--- src/rtl/music_pkg.sv ---
// music_pkg: shared definitions for the song sequencer and its helpers.
//   - note/duration/beat field widths
//   - bit positions of the fields inside a 16-bit song ROM entry
//   - entry type constants (bit 15 selects note vs. wait)
//   - sequencer state encodings
package music_pkg;

  localparam int unsigned NOTE_W = 6;
  localparam int unsigned DUR_W  = 6;
  localparam int unsigned BEAT_W = 6;

  // Entry layout
  //   note entry : [15]=0, note=[14:9], duration=[8:3], [2:0] unused
  //   wait entry : [15]=1, beats=[5:0], [14:6] unused
  localparam int unsigned ENTRY_TYPE_BIT = 15;
  localparam int unsigned NOTE_MSB       = 14;
  localparam int unsigned NOTE_LSB       = 9;
  localparam int unsigned DUR_MSB        = 8;
  localparam int unsigned DUR_LSB        = 3;
  localparam int unsigned BEATS_MSB      = 5;
  localparam int unsigned BEATS_LSB      = 0;

  localparam logic ENTRY_NOTE = 1'b0;
  localparam logic ENTRY_WAIT = 1'b1;

  // Sequencer state encodings
  localparam logic [2:0] ST_FETCH    = 3'd0;
  localparam logic [2:0] ST_ROMWAIT  = 3'd1;
  localparam logic [2:0] ST_DECODE   = 3'd2;
  localparam logic [2:0] ST_ISSUE    = 3'd3;
  localparam logic [2:0] ST_WAITBEAT = 3'd4;
  localparam logic [2:0] ST_DONE     = 3'd5;

endpackage

--- src/rtl/song_sequencer_beat_countdown.sv ---
// beat_countdown: 6-bit beat down-counter.
// Ports:
//   clk, reset : clock, synchronous active-high reset (count -> 0)
//   load       : load value (has priority over counting)
//   value      : value to load
//   beat       : single-cycle beat tick
//   play       : beats only count while play is high
//   zero       : count is zero
// The counter saturates at zero, so stray beats outside a wait are harmless.
module beat_countdown
  import music_pkg::*;
(
  input  logic              clk,
  input  logic              reset,
  input  logic              load,
  input  logic [BEAT_W-1:0] value,
  input  logic              beat,
  input  logic              play,
  output logic              zero
);

  logic [BEAT_W-1:0] count_q, count_d;

  always_comb begin
    count_d = count_q;
    if (load) begin
      count_d = value;
    end else if (beat && play && (count_q != '0)) begin
      count_d = count_q - 1'b1;
    end
  end

  always_ff @(posedge clk) begin
    if (reset) begin
      count_q <= '0;
    end else begin
      count_q <= count_d;
    end
  end

  assign zero = (count_q == '0);

endmodule

--- src/rtl/song_sequencer.sv ---
// song_sequencer: walks one song in an external synchronous ROM and drives
// the note-load side of the note distributor.
// Ports:
//   clk, reset        : clock, synchronous active-high reset
//   play              : 1 = advance, 0 = pause (gates new fetches and beats)
//   beat              : single-cycle beat tick
//   song              : song select
//   rom_addr          : {song, index} to the song ROM
//   rom_data          : ROM word, valid one cycle after rom_addr
//   load_new_note     : single-cycle note-load strobe
//   note_to_load      : note code (last issued value held between strobes)
//   duration_to_load  : duration in beats (held like note_to_load)
//   song_done         : song finished
// Build option SONG_SEQUENCER_LOOP_EN: when defined, the end of a song wraps
// to entry 0 and song_done pulses for one cycle; otherwise DONE is terminal
// and song_done is sticky until reset or a song change.
module song_sequencer
  import music_pkg::*;
#(
  parameter int unsigned SONG_BITS  = 2,
  parameter int unsigned ENTRY_BITS = 5,
  parameter int unsigned ROM_WIDTH  = 16
) (
  input  logic                          clk,
  input  logic                          reset,
  input  logic                          play,
  input  logic                          beat,
  input  logic [SONG_BITS-1:0]          song,
  output logic [SONG_BITS+ENTRY_BITS-1:0] rom_addr,
  input  logic [ROM_WIDTH-1:0]          rom_data,
  output logic                          load_new_note,
  output logic [NOTE_W-1:0]             note_to_load,
  output logic [DUR_W-1:0]              duration_to_load,
  output logic                          song_done
);

  logic [2:0]            state_q, state_d;
  logic [ENTRY_BITS-1:0] index_q, index_d;
  logic [SONG_BITS-1:0]  song_q, song_d;
  logic                  done_q, done_d;
  logic [NOTE_W-1:0]     pend_note_q, pend_note_d;
  logic [DUR_W-1:0]      pend_dur_q, pend_dur_d;
  logic [NOTE_W-1:0]     last_note_q, last_note_d;
  logic [DUR_W-1:0]      last_dur_q, last_dur_d;

  logic              cnt_load;
  logic [BEAT_W-1:0] cnt_value;
  logic              cnt_zero;

  logic [15:0]       rom_word;
  logic              unused_rom_bits;
  logic              song_chg;
  logic              issue_fire;
  logic              advance;
  logic              end_song;
  logic [BEAT_W-1:0] word_beats;

  assign rom_word        = rom_data[15:0];
  assign unused_rom_bits = ^rom_word[2:0];
  assign word_beats      = rom_word[BEATS_MSB:BEATS_LSB];
  assign song_chg        = (song != song_q);

  // The strobe is gated combinationally so that a reset or song change
  // arriving during ISSUE suppresses it in that very cycle.
  assign issue_fire = (state_q == ST_ISSUE) && !song_chg && !reset;

  beat_countdown u_beat_countdown (
    .clk   (clk),
    .reset (reset),
    .load  (cnt_load),
    .value (cnt_value),
    .beat  (beat),
    .play  (play),
    .zero  (cnt_zero)
  );

  always_comb begin
    state_d     = state_q;
    index_d     = index_q;
    song_d      = song;
    pend_note_d = pend_note_q;
    pend_dur_d  = pend_dur_q;
    last_note_d = last_note_q;
    last_dur_d  = last_dur_q;
`ifdef SONG_SEQUENCER_LOOP_EN
    done_d      = 1'b0;
`else
    done_d      = done_q;
`endif
    cnt_load    = 1'b0;
    cnt_value   = '0;
    advance     = 1'b0;
    end_song    = 1'b0;

    case (state_q)
      ST_FETCH: begin
        if (play) begin
          state_d = ST_ROMWAIT;
        end
      end
      ST_ROMWAIT: begin
        state_d = ST_DECODE;
      end
      ST_DECODE: begin
        pend_note_d = rom_word[NOTE_MSB:NOTE_LSB];
        pend_dur_d  = rom_word[DUR_MSB:DUR_LSB];
        if (rom_word[ENTRY_TYPE_BIT] != ENTRY_WAIT) begin
          state_d = ST_ISSUE;
        end else if (word_beats != '0) begin
          cnt_load  = 1'b1;
          cnt_value = word_beats;
          state_d   = ST_WAITBEAT;
        end else begin
          end_song = 1'b1;
        end
      end
      ST_ISSUE: begin
        last_note_d = pend_note_q;
        last_dur_d  = pend_dur_q;
        advance     = 1'b1;
      end
      ST_WAITBEAT: begin
        if (cnt_zero) begin
          advance = 1'b1;
        end
      end
      ST_DONE: begin
      end
      default: begin
        state_d = ST_FETCH;
      end
    endcase

    if (advance) begin
      if (index_q == '1) begin
        end_song = 1'b1;
      end else begin
        index_d = index_q + 1'b1;
        state_d = ST_FETCH;
      end
    end

    if (end_song) begin
`ifdef SONG_SEQUENCER_LOOP_EN
      index_d = '0;
      state_d = ST_FETCH;
      done_d  = 1'b1;
`else
      state_d = ST_DONE;
      done_d  = 1'b1;
`endif
    end

    // Song change overrides everything; the suppressed strobe must not
    // update the held note/duration either.
    if (song_chg) begin
      index_d     = '0;
      state_d     = ST_FETCH;
      done_d      = 1'b0;
      cnt_load    = 1'b1;
      cnt_value   = '0;
      last_note_d = last_note_q;
      last_dur_d  = last_dur_q;
    end
  end

  always_ff @(posedge clk) begin
    if (reset) begin
      state_q     <= ST_FETCH;
      index_q     <= '0;
      song_q      <= song;
      done_q      <= 1'b0;
      pend_note_q <= '0;
      pend_dur_q  <= '0;
      last_note_q <= '0;
      last_dur_q  <= '0;
    end else begin
      state_q     <= state_d;
      index_q     <= index_d;
      song_q      <= song_d;
      done_q      <= done_d;
      pend_note_q <= pend_note_d;
      pend_dur_q  <= pend_dur_d;
      last_note_q <= last_note_d;
      last_dur_q  <= last_dur_d;
    end
  end

  assign rom_addr         = {song, index_q};
  assign load_new_note    = issue_fire;
  assign note_to_load     = issue_fire ? pend_note_q : last_note_q;
  assign duration_to_load = issue_fire ? pend_dur_q  : last_dur_q;
  assign song_done        = done_q;

endmodule

--- config.mk ---
export PLATFORM = sky130hd
export DESIGN_NAME = song_sequencer
export DESIGN_NICKNAME = d
export VERILOG_FILES = /design/src/rtl/music_pkg.sv /design/src/rtl/song_sequencer_beat_countdown.sv /design/src/rtl/song_sequencer.sv
export SDC_FILE = /design/constraint.sdc
export NUM_CORES = 1
export LEC_CHECK = 0
export ABC_AREA = 1
export CAP_MARGIN = 20
export CORE_ASPECT_RATIO = 1.1
export CORE_MARGIN = 8
export CORE_UTILIZATION = 40
export CTS_CLUSTER_DIAMETER = 40
export DETAILED_ROUTE_END_ITERATION = 8
export GPL_ROUTABILITY_DRIVEN = 0
export GPL_TIMING_DRIVEN = 0
export PLACE_DENSITY = 0.74
export SYNTH_ARGS = -nofsm -noshare
export SYNTH_HDL_FRONTEND = slang
export SYNTH_SLANG_ARGS = --single-unit
export TNS_END_PERCENT = 100
--- constraint.sdc ---
create_clock -name clk -period 2.7 [get_ports clk]
set_input_delay 0.54 -clock clk [delete_from_list [all_inputs] [get_ports clk]]
set_output_delay 0.54 -clock clk [all_outputs]
set_load 0.1 [all_outputs]
After elaboration in Yosys (flattened, before gate mapping)
Cells that the tools add are included.

word-level totals
  flip-flop bits (word level) = 41
  input port bits = 22
  output and inout port bits = 21

cells by class
  add/subtract/negate cells = 2
  eq/ne operators = 7
  multiplexer cells = 26
  bitwise operators = 2
  reduce and logical (&&, ||, !) cells = 16

operator list
  kind                                                  count
  two-way mux 6 bit                                     8
  two-way mux 3 bit                                     6
  case mux 3 bit (4 select lines)                       1
  nonzero test 6 bit                                    2
  two-way mux 1 bit                                     10
  equality test 3 x 2 -> 1 bit (second input constant)  2
  equality test 3 bit (second input constant)           2
  logical NOT 6 bit                                     1
  OR reduction 3 bit                                    2
  subtractor 6 x 1 -> 6 bit (second input constant)     1
  adder 5 x 1 -> 5 bit (second input constant)          1
  equality test 5 bit (second input constant)           1
  logical AND 1 bit                                     4
  AND reduction 2 bit                                   2
  equality test 3 x 1 -> 1 bit (second input constant)  1
  logical NOT 3 bit                                     1
  logical NOT 1 bit                                     2
  != test 2 bit                                         1
  inverter 1 bit                                        2
  case mux 1 bit (2 select lines)                       1
  nonzero test 2 bit                                    1
  OR reduction 2 bit                                    1

Depth between registers and ports, before layout
Gate-level depths: netlist of the first run.

  depth after elaboration = 7
  gate-level depth with buffers = 10

Modules after synthesis
A second synthesis of the first run with hierarchy kept.

second synthesis, totals
  cell total of the unflattened synthesis = 291
  area total of the unflattened synthesis = 2057.0 µm²

modules (own cells, without submodules)
  module          instances  cells each  area each (µm²)
  song_sequencer  1          222         1607.8
  beat_countdown  1          69          449.2

Worst setup path after synthesis of the first run
Ideal clock, no wire load.

  path type = in2out
  from = in song[0]
  to = out duration_to_load[0]
  arrival time = 3284 ps
  required time = 2160 ps
  path slack = -1124 ps
  stages = 5
  buffers on the path = 1
  cell sequence = xnor2_1 > nand2_1 > nor3_4 > buf_4 > o21ai_0

between the ends
  longest elaborated chain between the ends = 5

ends and longest elaborated chain
  item                             RTL line               RTL
  start, declared                  song_sequencer.sv:28   input logic [SONG_BITS-1:0] song,
  != test 2 bit                    song_sequencer.sv:61   assign song_chg = (song != song_q);
  logical NOT 1 bit                song_sequencer.sv:65   assign issue_fire = (state_q == ST_ISSUE) && !song_chg && !reset;
  logical AND 1 bit (2 in series)  song_sequencer.sv:65
  via load_new_note                song_sequencer.sv:31   output logic load_new_note,
  two-way mux 6 bit                song_sequencer.sv:192  assign duration_to_load = issue_fire ? pend_dur_q : last_dur_q;
  end, declared                    song_sequencer.sv:33   output logic [DUR_W-1:0] duration_to_load,

The timed path passes the listed nets, and every way through them passes these cells.

Final worst setup path of the first run
  from = in song[0]
  to = out rom_addr[5]

RTL lines
  item           RTL line              RTL
  end, declared  song_sequencer.sv:29  output logic [SONG_BITS+ENTRY_BITS-1:0] rom_addr,

No word-level cell between the ends.

==> results.rst, run 1 <==
.. list-table::
   :header-rows: 1

   * - Metric
     - Value
   * - Status
     - finished clean
   * - Clock slew seen by the registers of the worst setup and hold paths
     - 0.08 ns
   * - Post-synth EDFFs
     - 0
   * - Synthesis Warnings
     - 0
   * - Total count of hold-check failures in the final report
     - 0
   * - Transition time at the pin with the least slew margin
     - 0.976 ns
   * - Total count of max-transition violations in the final report
     - 0
   * - Post-synthesis area per instance
     - 6.97 sq um
   * - Leading register cell type out of synthesis
     - sky130_fd_sc_hd__dfxtp_1
   * - Period utilisation layout
     - 97.8%
   * - Max IR drop VDD
     - 0.000312 V
   * - Sum of overflow across all layers after global routing
     - 0
   * - Highest-utilization routing layer at the global route stage
     - met2
   * - Setup Viol. Count Final
     - 0
   * - Maximum number of pins on one net before global-route repair
     - 14
   * - Dpl cell area
     - 0.00257 sq mm
   * - Total standard cell area after synthesis
     - 0.00209 sq mm
   * - Synth area leaders
     - sky130_fd_sc_hd__dfxtp_1, sky130_fd_sc_hd__nor2_1, sky130_fd_sc_hd__nand2_1, sky130_fd_sc_hd__inv_1, sky130_fd_sc_hd__o21ai_0
   * - Maximum count of clock buffers along a single path
     - 2
   * - Kind of path behind the tightest hold check
     - flop to flop
   * - Count of nets left with antenna violations after detail routing
     - 0
   * - Die H
     - 91.8 microns
   * - Leakage power figure
     - 1.22 nW
   * - Max capacitance violation total
     - 0
   * - Cell count after synthesis
     - 300
   * - Clock Latency Late Sink
     - 0.29 ns
   * - Logic depth of the worst register-to-register path
     - 8
   * - Fin Setup TNS
     - 0 ns
   * - DR vias
     - 2017
   * - DIE WIDTH
     - 84.9 microns
   * - Vias in the first global route
     - 1983
   * - Power density over the cells
     - 513 mW/mm^2
   * - Num rows
     - 27
   * - First-pass GRT wire length
     - 8.58 mm
   * - Post-synth top area cell
     - sky130_fd_sc_hd__dfxtp_1
   * - Met2 demand-to-capacity share in global routing
     - 22.3%
   * - Async S/R FF share, synth
     - 0%
   * - Power Internal
     - 1.07 mW
   * - Critical path startpoint
     - song[0]
   * - First-pass DRT Iterations
     - 4
   * - F_max
     - 379 MHz
   * - Critical Path AT
     - 2.10 ns
   * - Net count after synthesis
     - 326
   * - Cell count of the worst hold path
     - 2
   * - Fraction of post-synthesis cell area in the top cell type by area
     - 39.3%
   * - Count of state elements after synthesis
     - 41
   * - Number of distinct standard cells referenced by the synthesized netlist
     - 24
   * - GR Util All Layers
     - 13.4%
   * - Peak fanout along the critical path
     - 4
   * - Sequential Power Share
     - 44.7%
   * - Top cells by count, synth
     - sky130_fd_sc_hd__nor2_1, sky130_fd_sc_hd__nand2_1, sky130_fd_sc_hd__dfxtp_1, sky130_fd_sc_hd__inv_1, sky130_fd_sc_hd__o21ai_0
   * - Via density per instance
     - 4.93
   * - Iteration-0 DRC count of the detailed router
     - 86
   * - Top-level port count
     - 43
   * - H-tree depth reported by CTS
     - 2
   * - Worst Skew
     - 0.00610 ns
   * - Combinational power share
     - 13.8%
   * - Wire per inst
     - 12.4 microns
   * - Critical setup path kind
     - primary input to output port
   * - Die area
     - 0.00780 sq mm
   * - Unrepaired setup endpoints after global routing
     - no
   * - TritonCTS clock tree
     - done
   * - Worst Min Path Start
     - pend_dur_q[2]
   * - Worst Setup End Kind
     - output port
   * - HPWL after detailed placement
     - 3.73 mm
   * - Switching part of the total power
     - 24.2%
   * - Portion of the post-synthesis area used by sequential elements
     - 39.3%
   * - Number of I/O port buffers
     - 40
   * - Starting density of the core
     - 41.5%
   * - Critical path data required time
     - 2.16 ns
   * - Post-route core utilization
     - 54.4%
   * - Antenna violations before repair
     - 0
   * - Num CTS Buffers
     - 5
   * - Fin area
     - 0.00274 sq mm
   * - Growth of design area from synthesis to finish
     - 31.0%
   * - Headroom to the max-slew limit
     - 34.8%
   * - P_sw
     - 0.340 mW
   * - Global-route track usage on met3
     - 4.82%
   * - Worst R2R Start
     - u_beat_countdown.count_q[0]
   * - Most frequently used cell type in the post-synthesis netlist
     - sky130_fd_sc_hd__nor2_1
   * - Type of origin of the critical path
     - primary input
   * - Num Clock Sinks
     - 41
   * - Remaining DRCs
     - 0
   * - Net count of the finished layout
     - 376
   * - Period minus WS final
     - 2.64 ns
   * - Ant. Diodes
     - 0
   * - Part of the power in the clock network
     - 41.6%
   * - Share of post-route cells with drive strength above 1
     - 13.7%
   * - Buffer cell driving the clock tree root
     - sky130_fd_sc_hd__clkbuf_8
   * - Routed Wire Length
     - 5.07 mm
   * - Met1 track demand over resource
     - 15.3%
   * - Final Hold Slack
     - 0.471 ns
   * - Area inside the core boundary
     - 0.00503 sq mm
## repair_timing
action,in CTS,in global routing
endpoints found under the setup margin,15,3
pin swaps,2,0
setup buffers,3,0
hold buffers,0,0
gates cloned,0,0
gates resized for setup,89,2
## worst max-delay path: stages
cell and delay [ns]:
sky130_fd_sc_hd__dlygate4sd2_1 0.30, sky130_fd_sc_hd__buf_4 0.14, sky130_fd_sc_hd__clkdlybuf4s50_1 1.12
## final timing paths
path | to | slack, ns
worst max-delay path | rom_addr[5] | 0.06
worst min-delay path | pend_dur_q[2] | 0.47
worst max register to register | u_beat_countdown.count_q[2] | 1.09
worst min register to register | pend_dur_q[2] | 0.47
## stage by stage
step | power (mW) | std cells | setup WS [ns]
4_1_cts | 1.42 | 409 | 0.0814
2_1_floorplan | 0.768 | 300 | -0.370
3_3_place_gp | 0.826 | 398 | -1.09
3_5_place_dp | 0.829 | 398 | -1.14
5_1_grt | 1.47 | 409 | 0.00359
6_report | 1.41 | 409 | 0.0601
## cell families after synthesis
group | synth area share [%]
xor gates and xnor gates | 3.77
and+or+nand+nor | 31.5
adders and majority gates | 2.40
DFF | 39.3
AOI/OAI and AO/OA | 12.7
buffers and inverters | 10.4
## flip-flops by register name, summed over array words and instances (netlist names)
signal / flops
state_q: 3
last_note_q: 6
index_q: 5
pend_dur_q: 6
u_beat_countdown.count_q: 6
pend_note_q: 6
last_dur_q: 6
song_done: 1
song_q: 2
## cell usage in the layout, fill, tap and decap left out, types with 5 or more instances in the layout
cell and instances:
sky130_fd_sc_hd__o21ai_1 9, sky130_fd_sc_hd__nand3_1 16, sky130_fd_sc_hd__o31ai_1 12, sky130_fd_sc_hd__clkbuf_8 5
sky130_fd_sc_hd__inv_1 36, sky130_fd_sc_hd__nor2_1 59, sky130_fd_sc_hd__dfxtp_1 41, sky130_fd_sc_hd__nand4_1 8
sky130_fd_sc_hd__buf_6 8, sky130_fd_sc_hd__buf_4 14, sky130_fd_sc_hd__xor2_1 7, sky130_fd_sc_hd__clkdlybuf4s50_1 24
sky130_fd_sc_hd__nand2_1 56, sky130_fd_sc_hd__buf_2 5, sky130_fd_sc_hd__o21ai_0 11, sky130_fd_sc_hd__a21oi_1 9
## power groups by stage
stage | Sequential [mW] | Combinational (mW) | Clock, mW
5_1_grt | 0.629 | 0.217 | 0.623
4_1_cts | 0.627 | 0.191 | 0.601
2_1_floorplan | 0.639 | 0.129 | 0
3_3_place_gp | 0.641 | 0.186 | 0
6_report | 0.628 | 0.194 | 0.584
3_5_place_dp | 0.641 | 0.188 | 0
## metal layers
metal / vias to the layer above / wire [microns]
li1: 1055 / -
met2: 58 / 2260
met3: 4 / 422
met4: 0 / 51
met1: 900 / 2330
met5: - / 0
## cell type report
type,count,area (sq um)
clock buffers,5,68.8
inverters,36,135
fillers,493,2300
multi-input cells,210,1080
well taps,58,72.6
repair buffers,43,413
flip-flops and latches,41,821
clock inverters,3,65.1
plain buffers,13,81.3
No activity file was read; power rests on OpenSTA's default activity.
==> run 2, diff against run 1 <==
- CAP_MARGIN: 20 -> not set
- CORE_MARGIN: 8 -> not set
==> run 2 against run 1 <==
  * Highest routed layer unchanged
  * Count of clock-buffer cells in the layout rose by 2
  * Hold slack worse by 0.0027 ns
  * Setup slack gained 0.035 ns
  * Largest cell class unchanged
  * Non-clock buffer count grew 1
==> results.rst, run 2 (synthesis gave the netlist of run 1 again) <==
.. list-table::
   :header-rows: 1

   * - Metric
     - Value
   * - Peak fanout along the critical path
     - 4 (unchanged)
   * - Kind of path behind the tightest hold check
     - flop to flop (unchanged)
   * - Growth of design area from synthesis to finish
     - 28.9% (was 31.0%)
   * - Most frequent cells in the layout
     - sky130_fd_sc_hd__nor2_1, sky130_fd_sc_hd__nand2_1, sky130_fd_sc_hd__dfxtp_1, sky130_fd_sc_hd__inv_1, sky130_fd_sc_hd__clkdlybuf4s50_1 (unchanged)
   * - Instance count after placement with tap cells included
     - 398 (unchanged)
   * - Period utilisation layout
     - 96.5% (was 97.8%)
   * - FF-to-FF End
     - index_q[4] (was u_beat_countdown.count_q[2])
   * - DR vias
     - 2005 (was 2017)
   * - Finished Layout Cells
     - 410 (was 409)
   * - Total count of hold-check failures in the final report
     - 0 (unchanged)
   * - Via density per instance
     - 4.89 (was 4.93)
   * - Fin area
     - 0.00269 sq mm (was 0.00274 sq mm)
   * - First-pass DRT Iterations
     - 6 (was 4)
   * - Max capacitance violation total
     - 0 (unchanged)
   * - Number of I/O port buffers
     - 40 (unchanged)
   * - Setup Viol. Count Final
     - 0 (unchanged)
   * - R2R setup slack
     - 1.10 ns (was 1.09 ns)
   * - Unrepaired setup endpoints after global routing
     - yes (was no)
   * - Sum of overflow across all layers after global routing
     - 0 (unchanged)
   * - Maximum count of clock buffers along a single path
     - 2 (unchanged)
   * - Num rows
     - 27 (unchanged)
   * - Final setup margin
     - 0.0948 ns (was 0.0601 ns)
   * - Total count of max-transition violations in the final report
     - 0 (unchanged)
   * - Fill cell total of the finished layout
     - 504 (was 493)
   * - Routed Wire Length
     - 4.72 mm (was 5.07 mm)
   * - Antenna violations before repair
     - 0 (unchanged)
   * - Count of nets left with antenna violations after detail routing
     - 0 (unchanged)
   * - Clock Latency Late Sink
     - 0.29 ns (about the same)
   * - Top-level port count
     - 43 (unchanged)
   * - DIE WIDTH
     - 70.9 microns (was 84.9 microns)
   * - Iteration-0 DRC count of the detailed router
     - 108 (was 86)
   * - Starting density of the core
     - 41.8% (was 41.5%)
   * - Type of origin of the critical path
     - primary input (unchanged)
   * - Clock slew seen by the registers of the worst setup and hold paths
     - 0.07 ns (was 0.08 ns)
   * - Num CTS Buffers
     - 5 (unchanged)
   * - Logic depth of the worst register-to-register path
     - 9 (was 8)
   * - Most common cell after layout, fill and taps aside
     - sky130_fd_sc_hd__nor2_1 (unchanged)
   * - PnR Total Power
     - 1.26 mW (was 1.41 mW)
   * - Headroom to the max-slew limit
     - 34.5% (was 34.8%)
   * - Die area
     - 0.00552 sq mm (was 0.00780 sq mm)
   * - Maximum number of pins on one net before global-route repair
     - 13 (was 14)
   * - Net count of the finished layout
     - 377 (was 376)
   * - Buffer cell driving the clock tree root
     - sky130_fd_sc_hd__clkbuf_8 (unchanged)
   * - Vias in the first global route
     - 1926 (was 1983)
   * - Fin Setup TNS
     - 0 ns (unchanged)
   * - Transition time at the pin with the least slew margin
     - 0.980 ns (was 0.976 ns)
   * - Setup Slack @ Placement
     - -1.14 ns (about the same)
   * - Area inside the core boundary
     - 0.00500 sq mm (was 0.00503 sq mm)
   * - Num Clock Sinks
     - 41 (unchanged)
   * - Wire per inst
     - 11.5 microns (was 12.4 microns)
   * - Critical path startpoint
     - song[0] (unchanged)
   * - Dpl cell area
     - 0.00257 sq mm (unchanged)
   * - H-tree depth reported by CTS
     - 2 (unchanged)
   * - First-pass GRT wire length
     - 8.26 mm (was 8.58 mm)
   * - Worst R2R Start
     - u_beat_countdown.count_q[0] (unchanged)
   * - Critical path data required time
     - 2.16 ns (about the same)
   * - Period minus WS final
     - 2.61 ns (was 2.64 ns)
   * - Worst Skew
     - 0.00325 ns (was 0.00610 ns)
   * - Power density over the cells
     - 467 mW/mm^2 (was 513 mW/mm^2)
   * - Max IR drop VDD
     - 0.000230 V (was 0.000312 V)
   * - Share of post-route cells with drive strength above 1
     - 13.4% (was 13.7%)
   * - Worst Setup End Kind
     - output port (unchanged)
   * - Die H
     - 77.8 microns (was 91.8 microns)
   * - Remaining DRCs
     - 0 (unchanged)
   * - HPWL after detailed placement
     - 3.45 mm (was 3.73 mm)
   * - GR Util All Layers
     - 18.8% (was 13.4%)
   * - Ant. Diodes
     - 0 (unchanged)
   * - Leakage power figure
     - 1.20 nW (was 1.22 nW)
   * - Worst setup path end
     - rom_addr[5] (unchanged)
   * - Status
     - finished clean (unchanged)
   * - Critical setup path kind
     - primary input to output port (unchanged)
   * - F_max
     - 384 MHz (was 379 MHz)
   * - Critical Path AT
     - 2.07 ns (was 2.10 ns)
   * - Hold_buf cts
     - 0 (unchanged)
   * - TritonCTS clock tree
     - done (unchanged)
run 2: power breakdown:
group	internal (mW)	switching [mW]
registers	0.617	0.00992
logic	0.0797	0.111
clock network	0.231	0.207
run 2: critical path: stages:
cell	delay, ns
sky130_fd_sc_hd__dlygate4sd2_1	0.28
sky130_fd_sc_hd__buf_4	0.13
sky130_fd_sc_hd__clkdlybuf4s50_1	1.11
run 2: worst min-delay path by stage:
stage	from	endpoint	depth (start not counted)
floorplan	pend_dur_q[3]	last_dur_q[3]	2
global placement	pend_dur_q[1]	pend_dur_q[1]	2
detailed placement	pend_dur_q[2]	pend_dur_q[2]	2
CTS	pend_dur_q[2]	pend_dur_q[2]	2
global route	last_note_q[4]	last_note_q[4]	2
finish	pend_dur_q[2]	pend_dur_q[2]	2
run 2: area by class of cell:
cell class | instances | area, sq um | area share [%]
Multi-Input combinational cell | 210 | 1070 | 39.6
Sequential cell | 41 | 821 | 30.5
Timing Repair Buffer | 44 | 415 | 15.4
Inverter | 36 | 135 | 5.02
Clock buffer | 7 | 96.3 | 3.58
Buffer | 13 | 81.3 | 3.02
Tap cell | 58 | 72.6 | 2.70
Clock inverter | 1 | 5.00 | 0.186
run 2: per-layer routing:
metal	share of wire, %	global-route usage [%]	wire (microns)
met1	46	22.4	2170
met5	0	0	0
met4	2.4	9.00	114
met2	48	32.4	2250
met3	4.0	3.25	187
run 2: what timing repair did:
item	CTS	global route
setup buffers	3	0
gates resized for setup	87	1
gates cloned	1	0
pin swaps	1	1
endpoints found under the setup margin	15	7
run 2: metrics by stage:
step                utilization, %  hold WS (ns)
finish                        53.9         0.468
global placement              51.5         0.453
CTS                           53.8         0.467
detailed placement            51.5         0.455
global route                  53.9         0.494
floorplan                        -         0.439
==> run 3, diff against run 2 <==
- CORE_UTILIZATION: 40 -> 45
- CTS_CLUSTER_SIZE: not set -> 20
- PLACE_DENSITY: 0.74 -> 0.81
==> run 3 against run 2 <==
  * Global-route usage increased by 2.0 points
  * Highest routed layer unchanged
  * Register-to-register slack lost 0.04 ns
  * Flip-flop and latch count did not move
==> results.rst, run 3 (synthesis gave the netlist of run 1 again) <==
.. list-table::
   :header-rows: 1

   * - Metric
     - Value
   * - Met1 track demand over resource
     - 24.9% (was 22.4%)
   * - Part of the power in the clock network
     - 32.8% (was 34.9%)
   * - Highest-delay cell along the critical path
     - sky130_fd_sc_hd__clkdlybuf4s50_1 (unchanged)
   * - Sum of overflow across all layers after global routing
     - 0 (unchanged)
   * - Critical path data required time
     - 2.16 ns (about the same)
   * - Max IR drop VDD
     - 0.000218 V (was 0.000230 V)
   * - Period utilisation layout
     - 97.8% (was 96.5%)
   * - Final Hold Slack
     - 0.468 ns (about the same)
   * - Buffer cell driving the clock tree root
     - sky130_fd_sc_hd__clkbuf_8 (unchanged)
   * - Starting density of the core
     - 47.7% (was 41.8%)
   * - DR vias
     - 2066 (was 2005)
   * - Power density over the cells
     - 460 mW/mm^2 (was 467 mW/mm^2)
   * - Share of post-route cells with drive strength above 1
     - 13.4% (about the same)
   * - Most common cell after layout, fill and taps aside
     - sky130_fd_sc_hd__nor2_1 (unchanged)
   * - Max capacitance violation total
     - 0 (unchanged)
   * - Num Clock Sinks
     - 41 (unchanged)
   * - Ant. Diodes
     - 0 (unchanged)
   * - Delay-heaviest family, CP
     - buffers and inverters (unchanged)
   * - Critical Path AT
     - 2.10 ns (was 2.07 ns)
   * - Finished Layout Cells
     - 405 (was 410)
   * - Die area
     - 0.00492 sq mm (was 0.00552 sq mm)
   * - Wire per inst
     - 12.0 microns (was 11.5 microns)
   * - Routed Wire Length
     - 4.85 mm (was 4.72 mm)
   * - Power Internal
     - 0.880 mW (was 0.928 mW)
   * - Fill cell total of the finished layout
     - 416 (was 504)
   * - First-pass GRT wire length
     - 7.64 mm (was 8.26 mm)
   * - Hold_buf cts
     - 0 (unchanged)
   * - Transition time at the pin with the least slew margin
     - 0.964 ns (was 0.980 ns)
   * - Global-route track usage on met3
     - 5.59% (was 3.25%)
   * - Number of I/O port buffers
     - 40 (unchanged)
   * - F_max
     - 379 MHz (was 384 MHz)
   * - Status
     - finished clean (unchanged)
   * - Clock slew seen by the registers of the worst setup and hold paths
     - 0.08 ns (was 0.07 ns)
   * - Combinational power share
     - 16.1% (was 15.2%)
   * - H-tree depth reported by CTS
     - 2 (unchanged)
   * - Logic depth of the worst register-to-register path
     - 9 (unchanged)
   * - Delay contributed by the slowest stage of the critical path
     - 1.11 ns (about the same)
   * - Net count of the finished layout
     - 376 (was 377)
   * - Total count of max-transition violations in the final report
     - 0 (unchanged)
   * - Setup Slack @ Placement
     - -1.14 ns (about the same)
   * - Critical setup path kind
     - primary input to output port (unchanged)
   * - Count of nets left with antenna violations after detail routing
     - 0 (unchanged)
   * - Remaining DRCs
     - 0 (unchanged)
   * - Area inside the core boundary
     - 0.00438 sq mm (was 0.00500 sq mm)
   * - Count of buffer and inverter cells on the critical path
     - 3 (unchanged)
   * - Switching part of the total power
     - 28.5% (was 26.2%)
   * - Num CTS Buffers
     - 5 (unchanged)
   * - PnR Total Power
     - 1.23 mW (was 1.26 mW)
   * - Number of cells on the critical path
     - 3 (unchanged)
   * - Via density per instance
     - 5.10 (was 4.89)
   * - HPWL after detailed placement
     - 3.42 mm (was 3.45 mm)
   * - Cell count of the worst hold path
     - 2 (unchanged)
   * - Most frequent cells in the layout
     - sky130_fd_sc_hd__nor2_1, sky130_fd_sc_hd__nand2_1, sky130_fd_sc_hd__dfxtp_1, sky130_fd_sc_hd__inv_1, sky130_fd_sc_hd__clkdlybuf4s50_1 (unchanged)
   * - Total count of hold-check failures in the final report
     - 0 (unchanged)
   * - Clock Latency Late Sink
     - 0.30 ns (was 0.29 ns)
   * - Leakage power figure
     - 1.19 nW (was 1.20 nW)
   * - Die H
     - 73.5 microns (was 77.8 microns)
   * - Headroom to the max-slew limit
     - 35.5% (was 34.5%)
   * - Met2 demand-to-capacity share in global routing
     - 35.1% (was 32.4%)
   * - GR Util All Layers
     - 20.7% (was 18.8%)
   * - Maximum count of clock buffers along a single path
     - 2 (unchanged)
   * - P_sw
     - 0.350 mW (was 0.329 mW)
   * - Unrepaired setup endpoints after global routing
     - no (was yes)
   * - Num rows
     - 25 (was 27)
   * - Fin Setup TNS
     - 0 ns (unchanged)
   * - Iteration-0 DRC count of the detailed router
     - 111 (was 108)
   * - DIE WIDTH
     - 67.0 microns (was 70.9 microns)
   * - Growth of design area from synthesis to finish
     - 28.0% (was 28.9%)
   * - Kind of path behind the tightest hold check
     - flop to flop (unchanged)
   * - Period minus WS final
     - 2.64 ns (was 2.61 ns)
   * - Antenna violations before repair
     - 0 (unchanged)
   * - Top-level port count
     - 43 (unchanged)
   * - Worst-path cell chain
     - dlygate4sd2_1 -> buf_4 -> clkdlybuf4s50_1 (unchanged)
   * - Maximum number of pins on one net before global-route repair
     - 13 (unchanged)
   * - Highest-utilization routing layer at the global route stage
     - met2 (unchanged)
   * - Setup Viol. Count Final
     - 0 (unchanged)
   * - Sequential Power Share
     - 51.1% (was 49.9%)
   * - Final setup margin
     - 0.0590 ns (was 0.0948 ns)
   * - TritonCTS clock tree
     - done (unchanged)
   * - First-pass DRT Iterations
     - 4 (was 6)
   * - Type of origin of the critical path
     - primary input (unchanged)
   * - Vias in the first global route
     - 1734 (was 1926)
   * - Worst Skew
     - 0.0104 ns (was 0.00325 ns)
   * - Worst Setup End Kind
     - output port (unchanged)
   * - Instance count after placement with tap cells included
     - 394 (was 398)
   * - Peak fanout along the critical path
     - 4 (unchanged)
==> run 3: worst reg2reg max path, delay by kind of cell, from the launching register on <==
kind	cells	cell delay, ns
adder cells (fa/ha/maj)	1	0.20
AO/OA/AOI/OAI	1	0.18
AND/OR/NAND/NOR	6	0.69
buffers and inverters	1	0.15
flip-flops	1	0.31
==> run 3: area by class of cell <==
type	count	area [sq um]	area share [%]
multi-input combinational	210	1080	40.4
inverter	36	135	5.05
buffer	13	81.3	3.04
tap	54	67.6	2.53
clock inverter	2	10.0	0.374
sequential	41	821	30.7
clock buffer	6	72.6	2.71
timing repair buffer	43	407	15.2
==> run 3: layer usage <==
metal	share of wire (%)	wire length, microns
met1	45	2170
met2	47	2280
met3	6.5	314
met4	1.7	80
met5	0	0
==> run 3: path summary, 6_finish.rpt <==
kind / startpoint / slack, ns / endpoint
worst max register to register: u_beat_countdown.count_q[0] / 1.06 / index_q[4]
worst min-delay path: pend_dur_q[2] / 0.47 / pend_dur_q[2]
worst max-delay path: song[0] / 0.06 / rom_addr[5]
worst min register to register: pend_dur_q[2] / 0.47 / pend_dur_q[2]
==> run 3: what timing repair did <==
action,CTS,global route
cloned,0,0
pin swaps,1,1
endpoints found under the setup margin,15,12
buffers inserted,1,2
hold endpoints to repair,0,0
resized for setup,83,5
==> run 3: power groups by stage <==
stage / Clock, mW / Combinational, mW / Sequential [mW]
finish: 0.404 / 0.197 / 0.628
CTS: 0.406 / 0.190 / 0.627
detailed placement: 0 / 0.190 / 0.641
global placement: 0 / 0.186 / 0.641
global route: 0.435 / 0.216 / 0.629
floorplan: 0 / 0.129 / 0.639
==> run 3: metrics by stage <==
step	cell area (sq um)	utilization [%]
6_report	2680	61.1
4_1_cts	2640	60.2
2_1_floorplan	2100	-
5_1_grt	2680	61.1
3_5_place_dp	2570	58.7
3_3_place_gp	2570	58.7
